<file path="src/rtl/singlecycle_pkg.sv">
// Shared types and constants for the single-cycle CPU: ISA encodings, ALU ops,
// decoded control word, plus the fixed program ROM and the data RAM seed.
package singlecycle_pkg;

  typedef logic [31:0] word_t;

  localparam logic [5:0] OP_RTYPE = 6'b000000;
  localparam logic [5:0] OP_ADDI  = 6'b001000;
  localparam logic [5:0] OP_LW    = 6'b100011;
  localparam logic [5:0] OP_SW    = 6'b101011;
  localparam logic [5:0] OP_BEQ   = 6'b000100;
  localparam logic [5:0] OP_BNE   = 6'b000101;
  localparam logic [5:0] OP_J     = 6'b000010;

  localparam logic [5:0] FN_ADD = 6'b100000;
  localparam logic [5:0] FN_SUB = 6'b100010;
  localparam logic [5:0] FN_AND = 6'b100100;
  localparam logic [5:0] FN_OR  = 6'b100101;
  localparam logic [5:0] FN_SLT = 6'b101010;

  typedef enum logic [2:0] {ALU_ADD, ALU_SUB, ALU_AND, ALU_OR, ALU_SLT} alu_op_t;

  // One decoded instruction; all-zero means "do nothing but advance PC".
  typedef struct packed {
    logic    reg_we;
    logic    dst_rd;   // 1: write rd (R-type), 0: write rt (I-type)
    logic    src_imm;  // ALU operand B from sign-extended immediate
    logic    mem_rd;   // writeback from data RAM
    logic    mem_we;
    logic    beq;
    logic    bne;
    logic    jump;
    alu_op_t alu_op;
  } ctrl_t;

  function automatic word_t enc_r(input logic [4:0] rs, input logic [4:0] rt,
                                  input logic [4:0] rd, input logic [5:0] fn);
    return {OP_RTYPE, rs, rt, rd, 5'd0, fn};
  endfunction

  function automatic word_t enc_i(input logic [5:0] op, input logic [4:0] rs,
                                  input logic [4:0] rt, input logic [15:0] imm);
    return {op, rs, rt, imm};
  endfunction

  // Running signed maximum of dmem words 0..7 into r7, then store it at word 8.
  function automatic word_t rom_word(input int idx);
    case (idx)
      0:       return enc_i(OP_ADDI, 5'd0, 5'd1, 16'd0);
      1:       return enc_i(OP_ADDI, 5'd0, 5'd2, 16'd32);
      2:       return enc_i(OP_ADDI, 5'd0, 5'd7, 16'd0);
      3:       return enc_i(OP_LW,   5'd1, 5'd3, 16'd0);
      4:       return enc_r(5'd7, 5'd3, 5'd4, FN_SLT);
      5:       return enc_i(OP_BEQ,  5'd4, 5'd0, 16'd1);
      6:       return enc_r(5'd3, 5'd0, 5'd7, FN_ADD);
      7:       return enc_i(OP_ADDI, 5'd1, 5'd1, 16'd4);
      8:       return enc_i(OP_BNE,  5'd1, 5'd2, 16'hFFFA);
      9:       return enc_i(OP_SW,   5'd0, 5'd7, 16'd32);
      10:      return {OP_J, 26'd10};
      default: return '0;
    endcase
  endfunction

  function automatic word_t dmem_seed(input int idx);
    case (idx)
      0:       return 32'd5;
      1:       return 32'd23;
      2:       return 32'd7;
      3:       return 32'd42;
      4:       return 32'd19;
      5:       return 32'd3;
      6:       return 32'd41;
      7:       return 32'd12;
      default: return '0;
    endcase
  endfunction

endpackage

</file>
<file path="src/rtl/singlecycle_alu.sv">
// 32-bit ALU: wrapping add/sub, bitwise and/or, signed set-less-than.
module singlecycle_alu
  import singlecycle_pkg::*;
(
  input  word_t   a,
  input  word_t   b,
  input  alu_op_t op,
  output word_t   result,
  output logic    zero
);

  // Pure combinational operation select; overflow is simply dropped.
  always_comb begin
    result = '0;
    case (op)
      ALU_ADD: result = a + b;
      ALU_SUB: result = a - b;
      ALU_AND: result = a & b;
      ALU_OR:  result = a | b;
      ALU_SLT: result = {31'd0, $signed(a) < $signed(b)};
      default: result = '0;
    endcase
  end

  assign zero = (result == '0);

endmodule

</file>
<file path="src/rtl/singlecycle.sv">
// Single-cycle 32-bit RISC core running a fixed max-finding program from ROM.
module singlecycle
  import singlecycle_pkg::*;
#(
  parameter int IMEM_WORDS = 64,
  parameter int DMEM_WORDS = 64
) (
  input  logic        clk,
  input  logic        rst,
  output logic [15:0] max
);

  localparam int IAW = $clog2(IMEM_WORDS);
  localparam int DAW = $clog2(DMEM_WORDS);

  typedef word_t dmem_t [DMEM_WORDS];

  function automatic dmem_t dmem_init();
    dmem_t m;
    for (int i = 0; i < DMEM_WORDS; i++) m[i] = dmem_seed(i);
    return m;
  endfunction

  word_t              pc, pc4, pc_nxt, instr, imm_ext;
  word_t              rs_val, rt_val, alu_b, alu_res, rdata, wb_val;
  logic [31:0][31:0]  rf;
  // Power-up contents; reset deliberately leaves data RAM alone.
  dmem_t              dmem = dmem_init();
  ctrl_t              ctrl;
  logic               alu_zero, taken;
  logic [5:0]         opcode, funct;
  logic [4:0]         rs, rt, rd, waddr;
  logic [IAW-1:0]     iidx;
  logic [DAW-1:0]     didx;
  logic               unused_bits;

  assign iidx    = pc[IAW+1:2];
  assign instr   = rom_word(int'(iidx));
  assign opcode  = instr[31:26];
  assign rs      = instr[25:21];
  assign rt      = instr[20:16];
  assign rd      = instr[15:11];
  assign funct   = instr[5:0];
  assign imm_ext = {{16{instr[15]}}, instr[15:0]};

  // Control decode; undefined opcode/funct leaves everything deasserted.
  always_comb begin
    ctrl        = '0;
    ctrl.alu_op = ALU_ADD;
    case (opcode)
      OP_RTYPE: begin
        ctrl.dst_rd = 1'b1;
        ctrl.reg_we = 1'b1;
        case (funct)
          FN_ADD:  ctrl.alu_op = ALU_ADD;
          FN_SUB:  ctrl.alu_op = ALU_SUB;
          FN_AND:  ctrl.alu_op = ALU_AND;
          FN_OR:   ctrl.alu_op = ALU_OR;
          FN_SLT:  ctrl.alu_op = ALU_SLT;
          default: ctrl.reg_we = 1'b0;
        endcase
      end
      OP_ADDI: begin
        ctrl.reg_we  = 1'b1;
        ctrl.src_imm = 1'b1;
      end
      OP_LW: begin
        ctrl.reg_we  = 1'b1;
        ctrl.src_imm = 1'b1;
        ctrl.mem_rd  = 1'b1;
      end
      OP_SW: begin
        ctrl.src_imm = 1'b1;
        ctrl.mem_we  = 1'b1;
      end
      OP_BEQ: begin
        ctrl.beq    = 1'b1;
        ctrl.alu_op = ALU_SUB;
      end
      OP_BNE: begin
        ctrl.bne    = 1'b1;
        ctrl.alu_op = ALU_SUB;
      end
      OP_J:    ctrl.jump = 1'b1;
      default: ;
    endcase
  end

  // r0 is forced to zero on read, so its storage never matters.
  assign rs_val = (rs == 5'd0) ? '0 : rf[rs];
  assign rt_val = (rt == 5'd0) ? '0 : rf[rt];
  assign alu_b  = ctrl.src_imm ? imm_ext : rt_val;

  singlecycle_alu u_alu (
    .a      (rs_val),
    .b      (alu_b),
    .op     (ctrl.alu_op),
    .result (alu_res),
    .zero   (alu_zero)
  );

  assign didx   = alu_res[DAW+1:2];
  assign rdata  = dmem[didx];
  assign wb_val = ctrl.mem_rd ? rdata : alu_res;
  assign waddr  = ctrl.dst_rd ? rd : rt;

  assign pc4    = pc + 32'd4;
  assign taken  = (ctrl.beq & alu_zero) | (ctrl.bne & ~alu_zero);
  assign pc_nxt = ctrl.jump ? {pc4[31:28], instr[25:0], 2'b00} :
                  taken     ? pc4 + {imm_ext[29:0], 2'b00} : pc4;

  // Program counter, cleared asynchronously.
  always_ff @(posedge clk or negedge rst) begin
    if (!rst) pc <= '0;
    else      pc <= pc_nxt;
  end

  // Register file write port; writes to r0 are dropped.
  always_ff @(posedge clk or negedge rst) begin
    if (!rst)                               rf        <= '0;
    else if (ctrl.reg_we && waddr != 5'd0)  rf[waddr] <= wb_val;
  end

  // Data RAM write port; not touched by reset.
  always_ff @(posedge clk) begin
    if (ctrl.mem_we) dmem[didx] <= rt_val;
  end

  assign max = rf[7][15:0];

  assign unused_bits = ^{instr[10:6], alu_res[31:DAW+2], alu_res[1:0]};

endmodule

</file>
<file path="config.mk">
export PLATFORM = sky130hd
export DESIGN_NAME = singlecycle
export DESIGN_NICKNAME = d
export VERILOG_FILES = /design/src/rtl/singlecycle_pkg.sv /design/src/rtl/singlecycle_alu.sv /design/src/rtl/singlecycle.sv
export SDC_FILE = /design/constraint.sdc
export NUM_CORES = 2
export LEC_CHECK = 0
export ABC_CLOCK_PERIOD_IN_PS = 11200
export CAP_MARGIN = 20
export CORE_ASPECT_RATIO = 1.1
export CORE_MARGIN = 2
export CORE_UTILIZATION = 40
export DETAILED_ROUTE_END_ITERATION = 10
export HOLD_SLACK_MARGIN = 0.02
export SYNTH_ARGS = -nofsm -noshare
export SYNTH_HDL_FRONTEND = slang
export SYNTH_SLANG_ARGS = --single-unit
</file>
<file path="constraint.sdc">
create_clock -name clk -period 11.2 [get_ports clk]
set_input_delay 1.12 -clock clk [delete_from_list [all_inputs] [get_ports clk]]
set_output_delay 1.12 -clock clk [all_outputs]
set_load 0.05 [all_outputs]
</file>
==> metrics.md <==
| Metric | Value |
|---|---|
| Die span in x | `464 µm` |
| Placed Instances | `9,453` |
| Worst-path maximum fanout | `33` |
| Synthesized cell area | `93,200 µm²` |
| Peak supply drop | `0.000184 V` |
| Outcome | `finished clean` |
| Final antenna-violating net count | `0` |
| Mapped Nets | `6,576` |
| Endpoints failing setup | `0` |
| Filler cell count | `20,000` |
| Leakage Power | `32.2 nW` |
| Area grow syn2layout | `14.7%` |
| Routed WL | `327,000 µm` |
| Die Y | `510 µm` |
| Hold/Removal Path Class | `in -> async` |
| Yosys warnings | `0` |
| Critical path class | `reg -> reg` |
| Total GRT Usage | `27.2%` |
| Post-synth EDFFs | `2,048` |
| Vias | `61,800` |
| Final Util | `46.2%` |
| Max Slew Vio Count | `0` |
| Cells after Synth | `6,493` |
| Setup tns final | `0 ps` |
| Cts repair resizes | `0` |
| Num CTS Buffers | `224` |
| Final Cycle Share | `89.6%` |
| Slew HR | `18.7%` |
| Syn Area/Cell | `14.3 µm²` |
| Worst-Skew Late Latency | `910 ps` |
| Fin crit period | `10,040 ps` |
| Register area share after synthesis | `72.2%` |
| Asr flop ratio synth | `10.1%` |
| Vias in the first global route | `59,000` |
| F_max | `99.6 MHz` |
| Clock Path Buffers | `3` |
| Worst Setup End Kind | `flip-flop` |
| Layout Cell Area excl Fill | `107,000 µm²` |
| Yosys cell types | `87` |
| Share of cells above drive strength 1 | `14.0%` |
| Gpl congestion | `0.947` |
| Clk slew on worst S/H paths | `60 ps` |
| DRT Pass-1 Iters | `7` |
| Data arrival, critical path | `10,800 ps` |
| Final-report hold violation count | `0` |
| Vias per cell | `6.25` |
| Worst slack at placement | `1420 ps` |
| Initial Utilization | `40.3%` |
| Largest net degree at the start of global routing | `87` |
| Grt ovf | `0` |
| CTS Root Buffer Type | `clkbuf_16` |
| Layout Cells excl Fill | `9,886` |
| Multi-input combinational cell area | `24,900 µm²` |
| #FFs+latches synth | `2,278` |
| Max Clock Skew | `73.3 ps` |
| H-tree depth | `4` |
| Area post-placement | `99,200 µm²` |
| Drt wl/cell | `33.1 µm` |
| Register area | `67,300 µm²` |
| Initial DRC Count | `8,845` |
| Power Dens Cells | `158 nW/µm²` |
| Worst-margin pin slew | `1210 ps` |
| Startpoint class of the critical path | `flip-flop` |
| Die area | `237,000 µm²` |
| Core footprint | `231,000 µm²` |
| Main synth FF type | `edfxtp_1` |
| First-pass GRT wire length | `461,000 µm` |
| Unrepaired setup endpoints after global routing | `false` |
| CTS tree | `yes` |
| Io pins | `18` |
| Post-DP HPWL | `201,000 µm` |
| Crit path required time | `11,960 ps` |
| NumNets Final | `6,682` |
| Final setup margin | `1160 ps` |
| Post-CTS Hold Fix Bufs | `0` |
| Post-CTS setup buffers | `0` |
| Clk sinks | `2,278` |
| # rows | `185` |
| Initial antenna violation count | `16` |
| Max-cap viol count | `0` |
| IO buf count | `17` |
| DRC violations left | `0` |
## layer usage
| layer | up-vias | wire length [µm] | GRT usage, % |
|---|---|---|---|
| li1 | 25900 | - | - |
| met1 | 31600 | 123000 | 35.6 |
| met2 | 3698 | 150000 | 42.4 |
| met3 | 691 | 30700 | 4.97 |
| met4 | 6 | 22900 | 16.2 |
| met5 | - | 37 | 0 |
## area by class of cell
cell class / instances / area share [%]
well taps: 3085 / 3.61
clock inverters: 152 / 1.55
multi-input cells: 3692 / 23.3
diodes: 4 / 0.00937
repair buffers: 335 / 2.79
clock buffers: 272 / 5.52
flip-flops and latches: 2278 / 62.9
inverters: 68 / 0.239
## synthesized netlist by cell type, types with 66 or more instances
master	number	area, µm²
edfxtp_1	2048	61500
nand2_1	782	2940
a22oi_1	596	4470
a21oi_1	397	1990
o21ai_0	294	1470
nor2_1	281	1050
clkbuf_1	271	1020
dfrtp_1	230	5760
a221oi_1	135	1180
buf_1	100	375
nand3_1	85	425
a31oi_1	81	507
ha_1	78	976
a22o_1	74	648
buf_2	68	340
inv_1	68	255
mux4_2	66	1490
## where the power goes
group,total (mW),internal [mW],switching [mW],leakage [nW]
clock,7.77,4.46,3.30,3.69
sequential,9.13,9.13,0,17.9
combinational,0.0175,0.000932,0.0166,10.7
## sequential cells by signal, indices dropped and copies added (netlist names)
signal and count:
dmem 2048, rf 208, max 16, pc 6
## kinds of logic after synthesis
family	Yosys count	synth area share (%)
buffers and inverters	523	2.26
flip-flops	2278	72.2
AND/OR/NAND/NOR	1421	6.60
XOR/XNOR	35	0.329
adder cells (fa/ha/maj)	81	1.11
AO/OA/AOI/OAI	1979	14.6
multiplexers	176	2.86
## worst max-delay path, cell delays in order (launching register included)
cell	delay, ps
dfrtp_1	600
inv_1	220
ha_1	450
mux2i_1	330
nor2_1	120
nor2_4	700
and2_1	260
buf_4	490
a21oi_1	210
a21oi_4	230
mux2_2	230
ha_1	370
inv_1	70
a221oi_1	360
xnor2_1	130
nor3_1	340
a311o_2	780
nor3_2	120
buf_12	230
buf_4	260
a22o_1	270
a221oi_1	210
a31oi_1	190
nor4_1	1040
nand4_1	520
o21ai_0	740
buf_4	260
o21ai_0	100
## through the flow
stage	power, mW	hold WS [ps]
6_report	16.9	232
5_1_grt	17.3	277
4_1_cts	17.0	231
3_5_place_dp	9.33	489
3_3_place_gp	9.33	476
2_1_floorplan	9.31	461
## path summary, 6_finish.rpt
kind,start,to,slack (ps),depth (start not counted)
max in group asynchronous,rst,rf[191],9460,2
worst max-delay path,pc[2],rf[241],1160,27
min in group clk,rf[195],rf[195],500,2
worst max register to register,pc[2],rf[241],1160,27
worst min-delay path,rst,rf[45],230,1
worst min register to register,rf[195],rf[195],500,2
## cell usage in the layout (no fill, tap or decap), types with 16 or more instances in the layout
cell	n
clkbuf_1	40
clkinv_2	46
nand4_1	31
mux4_2	66
o21bai_1	17
buf_12	33
a41o_1	18
a22oi_1	596
a221oi_1	134
clkbuf_16	227
a31oi_1	81
ha_1	78
bufinv_16	31
and3_1	30
o31ai_1	18
a41oi_1	41
xnor2_1	31
and2_1	20
mux2_2	64
a21o_1	21
nand2_1	776
a22o_1	74
o21ai_0	293
dfrtp_1	230
nor3_1	49
o211ai_1	37
a21oi_1	365
mux2i_1	46
nor4_1	28
nor2_1	211
nor2_4	64
buf_4	274
clkinv_1	56
a21oi_4	32
inv_1	68
a211oi_1	63
clkdlybuf4s50_1	16
nand3_1	79
edfxtp_1	2048
nor2b_1	21
No activity file was read; power rests on OpenSTA's default activity.
